## config.mk

```make
export PLATFORM = sky130hd
export DESIGN_NAME = mem_port_arbiter
export DESIGN_NICKNAME = d
export VERILOG_FILES = /design/src/rtl/mem_port_arbiter_pkg.sv /design/src/rtl/arb_perf_counter.sv /design/src/rtl/mem_port_arbiter.sv
export SDC_FILE = /design/constraint.sdc
export NUM_CORES = 1
export LEC_CHECK = 0
export CORE_MARGIN = 5
export CORE_UTILIZATION = 37
export CTS_CLUSTER_DIAMETER = 60
export DETAILED_ROUTE_END_ITERATION = 7
export PLACE_DENSITY = 0.77
export SYNTH_ARGS = -nofsm -noshare
export SYNTH_HDL_FRONTEND = slang
export SYNTH_SLANG_ARGS = --single-unit
```

## constraint.sdc

```tcl
create_clock -name clk -period 1.9 [get_ports clk]
set_clock_uncertainty 0.1 [all_clocks]
set_input_delay 0.38 -clock clk [delete_from_list [all_inputs] [get_ports clk]]
set_output_delay 0.38 -clock clk [all_outputs]
set_load 0.03 [all_outputs]
```

## src/rtl/mem_port_arbiter_pkg.sv

```systemverilog
// Shared types for mem_port_arbiter: FSM state encoding and the issue-priority helper.
package mem_port_arbiter_pkg;

    localparam int ARB_ST_W = 2;

    typedef enum logic [ARB_ST_W-1:0] {
        ARB_IDLE  = 2'd0,
        ARB_FETCH = 2'd1,
        ARB_DATA  = 2'd2
    } arb_state_t;

    // Data accesses belong to the older instruction, so they always win over fetch.
    function automatic arb_state_t issue_target(input logic data_pend, input logic fetch_pend);
        if (data_pend) begin
            return ARB_DATA;
        end else if (fetch_pend) begin
            return ARB_FETCH;
        end
        return ARB_IDLE;
    endfunction

endpackage

```

## src/rtl/arb_perf_counter.sv

```systemverilog
// Saturating 32-bit event counter; counts every enabled cycle, async active-low reset.
module arb_perf_counter (
    input  logic        clk,
    input  logic        rst,
    input  logic        en,
    output logic [31:0] count
);

    always_ff @(posedge clk or negedge rst) begin
        if (!rst) begin
            count <= 32'd0;
        end else if (en && (count != 32'hFFFF_FFFF)) begin
            count <= count + 32'd1;
        end
    end

endmodule

```

## src/rtl/mem_port_arbiter.sv

```systemverilog
// Arbitrates one variable-latency memory bus between IF and MEM stages.
// Optional stall counters are built when MEM_ARB_PERF_EN is defined.
module mem_port_arbiter
    import mem_port_arbiter_pkg::*;
#(
    parameter int W      = 32,
    parameter int MASK_W = W / 8
) (
    input  logic              clk,
    input  logic              rst,
    input  logic              if_req,
    input  logic [W-1:0]      if_addr,
    output logic [W-1:0]      if_inst,
    output logic              if_stall,
    input  logic              d_load_en,
    input  logic              d_store_en,
    input  logic [W-1:0]      d_addr,
    input  logic [W-1:0]      d_wdata,
    input  logic [MASK_W-1:0] d_wmask,
    output logic [W-1:0]      d_rdata,
    output logic              d_stall,
    output logic              bus_req,
    output logic              bus_we,
    output logic [W-1:0]      bus_addr,
    output logic [W-1:0]      bus_wdata,
    output logic [MASK_W-1:0] bus_wmask,
    input  logic              bus_ack,
    input  logic [W-1:0]      bus_rdata,
`ifdef MEM_ARB_PERF_EN
    output logic [31:0]       perf_if_stall_cnt,
    output logic [31:0]       perf_d_stall_cnt,
`endif
    output logic [ARB_ST_W-1:0] dbg_state
);

    // Bus handshake: bus_req rises on the issue edge with all bus fields registered;
    // the fields hold until the slave raises bus_ack for one cycle (the done cycle).
    arb_state_t  state_q, state_d;
    logic        done_fetch, done_data;
    logic        data_pend, fetch_pend;
    logic        issue;
    logic        fetch_keep, load_keep;
    logic [W-1:0] if_inst_q, d_rdata_q;

    assign done_fetch = (state_q == ARB_FETCH) && bus_ack;
    assign done_data  = (state_q == ARB_DATA) && bus_ack;

    // The request completing this cycle is not pending again for the chained issue.
    assign data_pend  = (d_load_en || d_store_en) && !done_data;
    assign fetch_pend = if_req && !done_fetch;

    // A withdrawn request still finishes on the bus but its result is dropped.
    assign fetch_keep = done_fetch && if_req;
    assign load_keep  = done_data && !bus_we && d_load_en;

    assign if_stall = if_req && !done_fetch;
    assign d_stall  = (d_load_en || d_store_en) && !done_data;

    assign if_inst   = fetch_keep ? bus_rdata : if_inst_q;
    assign d_rdata   = load_keep ? bus_rdata : d_rdata_q;
    assign dbg_state = state_q;

    always_comb begin
        state_d = state_q;
        issue   = 1'b0;
        if ((state_q == ARB_IDLE) || done_fetch || done_data) begin
            state_d = issue_target(data_pend, fetch_pend);
            issue   = (state_d != ARB_IDLE);
        end
    end

    always_ff @(posedge clk or negedge rst) begin
        if (!rst) begin
            state_q   <= ARB_IDLE;
            bus_req   <= 1'b0;
            bus_we    <= 1'b0;
            bus_addr  <= '0;
            bus_wdata <= '0;
            bus_wmask <= '0;
            if_inst_q <= '0;
            d_rdata_q <= '0;
        end else begin
            state_q <= state_d;
            if (issue) begin
                bus_req <= 1'b1;
                if (state_d == ARB_DATA) begin
                    bus_we    <= d_store_en;
                    bus_addr  <= d_addr;
                    bus_wdata <= d_wdata;
                    bus_wmask <= d_wmask;
                end else begin
                    bus_we    <= 1'b0;
                    bus_addr  <= if_addr;
                    bus_wdata <= '0;
                    bus_wmask <= '0;
                end
            end else if (done_fetch || done_data) begin
                bus_req <= 1'b0;
            end
            if (fetch_keep) begin
                if_inst_q <= bus_rdata;
            end
            if (load_keep) begin
                d_rdata_q <= bus_rdata;
            end
        end
    end

`ifndef SYNTHESIS
    // Both enables together are resolved as a store, but indicate an upstream bug.
    a_ld_st_excl: assert property (@(posedge clk) disable iff (!rst) !(d_load_en && d_store_en));
`endif

`ifdef MEM_ARB_PERF_EN
    arb_perf_counter u_if_stall_cnt (
        .clk   (clk),
        .rst   (rst),
        .en    (if_stall),
        .count (perf_if_stall_cnt)
    );

    arb_perf_counter u_d_stall_cnt (
        .clk   (clk),
        .rst   (rst),
        .en    (d_stall),
        .count (perf_d_stall_cnt)
    );
`endif

endmodule

```

==> flow_metrics.tcl <==
set metrics [dict create \
    grt_util_all_layers_pct 21.7 \
    layout.filler_cells 958 \
    cts_bufs_inserted 17 \
    worst_setup_hold_path_clk_slew_ns 0.06 \
    floorplan.die_area_um2 18200 \
    relative_area_change_from_synthesis_to_final_layout_pct 93.4 \
    post_synth_fa_ha_maj_area_fraction_pct 0 \
    worstPathMaxFanout 5 \
    drt_wl_total_um 21500 \
    final_nets 939 \
    detail_route.iter0.violations 227 \
    ys_ff_latch 136 \
    core_um2 15300 \
    global_route_wire_length_before_repair_um 30300 \
    synth-simple-area-share_pct 3.70 \
    finalWorstPathRequiredPeriod_ns 2.60 \
    die_span_in_y_um 135 \
    max_freq_mhz 384 \
    final-setup-viol-count 139 \
    rows 45 \
    clk_latency_ns 0.41 \
    cp-end-kind "output pin" \
    final-instance-count-excl-fill 1025 \
    hold_class "in2async" \
    synthMuxAreaShare_pct 31.4 \
    grt_antenna_before_repair 0 \
    mappedNetlistArea_um2 5780 \
    cp-start-kind "flip-flop" \
    netlist_instances 422 \
    routed-via-count 4839 \
    synth_compound_area_share_pct 0.867 \
    insertedDiodeCount 0 \
    cp_data_arrival_time_ns 2.12 \
    synth_top_family_by_area "multiplexers" \
    final-hold-violation-count 0 \
    global_route.overflow_total 0 \
    grt_setup_unrepaired "true" \
    min_period_over_period_pct 137 \
    ctsRootBufferMaster "sky130_fd_sc_hd__clkbuf_16" \
    design_power_total_mw 20.6 \
    drv.max_cap_violation_count 0 \
    firstDrtPassIters 4 \
    pre_cts_ws_ns -1.11 \
    start_util_pct 37.9 \
    slew-limit-headroom_pct 73.9 \
    holdWs_ns 0.339 \
    clock_path_buffers 2 \
    final.setup.tns_ns -67.01 \
    timing.setup.critical_path_class "reg2out" \
    die_width_um 135 \
    final_util_pct 73.2 \
    vias_per_cell 4.72 \
    synth_largest_type_area_fraction_pct 58.9 \
    worst-slew-pin-transition_ns 0.393 \
    placed_area_um2 9450 \
    cts_num_sinks 136 \
    design.portCount 276 \
    violations "setup timing" \
    synth.yosys.seq_area_share_pct 58.9 \
    cts_max_level 4 \
    grt_max_degree 51 \
    outcome "complete, but fails checks" \
    placement.io_buffers 275 \
    cellPowerDensity_nw_per_um2 1850 \
    routedWlPerCell_um 21.0 \
    synth_fp_nets 560 \
    layout-drive-gt1-share_pct 45.9 \
    yosys-top-cells-area "sky130_fd_sc_hd__dfrtp_1 (59%), sky130_fd_sc_hd__mux2_2 (23%), sky130_fd_sc_hd__mux2i_1 (6.4%)" \
    final_critical_path_setup_slack_ns -0.702 \
    synthesis.area_per_instance_um2 13.7 \
    dp_cells 931 \
    synth_xor_xnor_area_share_pct 0.152 \
    slew_violations 0 \
    cts_tree "done" \
    peakVddDrop_mv 0.801 \
    drcViolationCount 0 \
    p_leak_nw 5.56 \
    layout.cell_area.non_filler_um2 11200 \
    globalplace.congestion 0.802 \
    yosysWarningCount 0 \
    wp_data_required_ns 1.42 \
    ant_nets 0 \
    synth_cell_types 25 \
    netlist.top_cell.by_area "sky130_fd_sc_hd__dfrtp_1" \
    detailed_place_hpwl_um 13400 \
    vias_in_the_first_global_route 5259 \
]
state kept, by name, summed over array words and instances, names as in the netlist:
signal and cells:
bus_addr 32, bus_wmask 4, bus_wdata 32, bus_req 1, if_inst_q 32, d_rdata_q 32
bus_we 1, dbg_state 2
Yosys cell counts:
library cell / n
sky130_fd_sc_hd__a211oi_2: 1
sky130_fd_sc_hd__nor2_1: 5
sky130_fd_sc_hd__inv_1: 39
sky130_fd_sc_hd__buf_2: 11
sky130_fd_sc_hd__o22ai_1: 1
sky130_fd_sc_hd__xor2_1: 1
sky130_fd_sc_hd__buf_1: 3
sky130_fd_sc_hd__nor2b_1: 1
sky130_fd_sc_hd__a31oi_1: 1
sky130_fd_sc_hd__nor3_1: 1
sky130_fd_sc_hd__nand2_1: 42
sky130_fd_sc_hd__nand2b_1: 1
sky130_fd_sc_hd__nor3b_2: 1
sky130_fd_sc_hd__mux2i_1: 37
sky130_fd_sc_hd__dfrtp_1: 136
sky130_fd_sc_hd__a211oi_1: 1
sky130_fd_sc_hd__nand3b_1: 1
sky130_fd_sc_hd__o21ai_0: 1
sky130_fd_sc_hd__o21a_1: 1
sky130_fd_sc_hd__mux2_2: 117
sky130_fd_sc_hd__buf_6: 5
sky130_fd_sc_hd__mux2_1: 11
sky130_fd_sc_hd__clkbuf_1: 1
sky130_fd_sc_hd__buf_4: 2
sky130_fd_sc_hd__a21oi_1: 1
placed cells by master (no fill, tap or decap), types with 2 or more instances in the layout:
cell	n
sky130_fd_sc_hd__inv_1	39
sky130_fd_sc_hd__dfrtp_1	134
sky130_fd_sc_hd__nand2_4	6
sky130_fd_sc_hd__mux2_2	26
sky130_fd_sc_hd__dfrtp_2	2
sky130_fd_sc_hd__buf_6	83
sky130_fd_sc_hd__buf_4	54
sky130_fd_sc_hd__buf_12	19
sky130_fd_sc_hd__inv_6	4
sky130_fd_sc_hd__clkbuf_1	2
sky130_fd_sc_hd__mux2_4	102
sky130_fd_sc_hd__dlygate4sd2_1	70
sky130_fd_sc_hd__nor2_1	3
sky130_fd_sc_hd__buf_8	7
sky130_fd_sc_hd__clkdlybuf4s15_1	2
sky130_fd_sc_hd__nand2_1	11
sky130_fd_sc_hd__buf_16	8
sky130_fd_sc_hd__clkdlybuf4s50_1	135
sky130_fd_sc_hd__nand2_2	25
sky130_fd_sc_hd__nor2_4	2
sky130_fd_sc_hd__clkbuf_16	19
sky130_fd_sc_hd__mux2i_1	37
sky130_fd_sc_hd__bufinv_16	4
sky130_fd_sc_hd__clkinvlp_4	3
layer usage:
layer  vias up  GRT usage, %  wire length (um)
li1       2184             -                 -
met5         -             0                 0
met1      2380          23.3              7770
met3        44          8.38              1810
met2       231          39.7             11200
met4         0          5.94               650
final cells by class:
cell class / count / area, um^2 / area share, %
multi-input cells: 225 / 2640 / 23.6
inverters: 39 / 146 / 1.31
repair buffers: 382 / 4100 / 36.7
well taps: 211 / 264 / 2.36
flip-flops and latches: 136 / 3410 / 30.5
clock inverters: 13 / 191 / 1.71
clock buffers: 19 / 433 / 3.88
kinds of logic (layout without fill, tap and decap cells):
| family | after synthesis | in the layout |
|---|---|---|
| DFF | 136 | 136 |
| buffers and inverters | 61 | 453 |
| AOI/OAI and AO/OA | 7 | 7 |
| muxes | 165 | 165 |
| xor gates and xnor gates | 1 | 1 |
| and+or+nand+nor | 52 | 52 |
worst paths after layout:
path	from	endpoint	slack, ns	depth (start not counted)
min in group clk	bus_req	bus_req	0.37	2
worst max-delay path	dbg_state[0]	if_inst[21]	-0.70	10
worst min-delay path	rst	d_rdata_q[9]	0.34	2
max in group asynchronous	rst	bus_addr[17]	0.74	3
worst min register to register	bus_req	bus_req	0.37	2
worst max register to register	dbg_state[0]	bus_addr[23]	-0.47	11
what timing repair did:
| action | 4_1_cts | 5_1_grt |
|---|---|---|
| endpoints found under the hold margin | 32 | 0 |
| buffers inserted | 27 | 30 |
| setup endpoints to repair | 205 | 140 |
| pin swaps | 5 | 5 |
| gates resized for setup | 512 | 57 |
| cloned | 12 | 2 |
| hold buffers | 1 | 0 |
critical path, cell delays in order (launching register included):
cell and delay, ns:
sky130_fd_sc_hd__dfrtp_2 0.40, sky130_fd_sc_hd__buf_4 0.13, sky130_fd_sc_hd__buf_6 0.10, sky130_fd_sc_hd__buf_6 0.11, sky130_fd_sc_hd__nand2_4 0.06, sky130_fd_sc_hd__nor2_4 0.04
sky130_fd_sc_hd__nand2_4 0.12, sky130_fd_sc_hd__buf_12 0.12, sky130_fd_sc_hd__clkbuf_16 0.15, sky130_fd_sc_hd__mux2_4 0.32, sky130_fd_sc_hd__buf_6 0.14
report_power, final:
| part | leakage [nW] | switching [mW] | total, mW | internal, mW |
|---|---|---|---|---|
| Combinational | 3.61 | 6.18 | 12.3 | 6.08 |
| Sequential | 1.66 | 0.600 | 4.85 | 4.25 |
| Clock | 0.295 | 1.31 | 3.52 | 2.21 |
| Total | 5.56 | 8.09 | 20.6 | 12.5 |
Power figures use the tool's default switching activity.
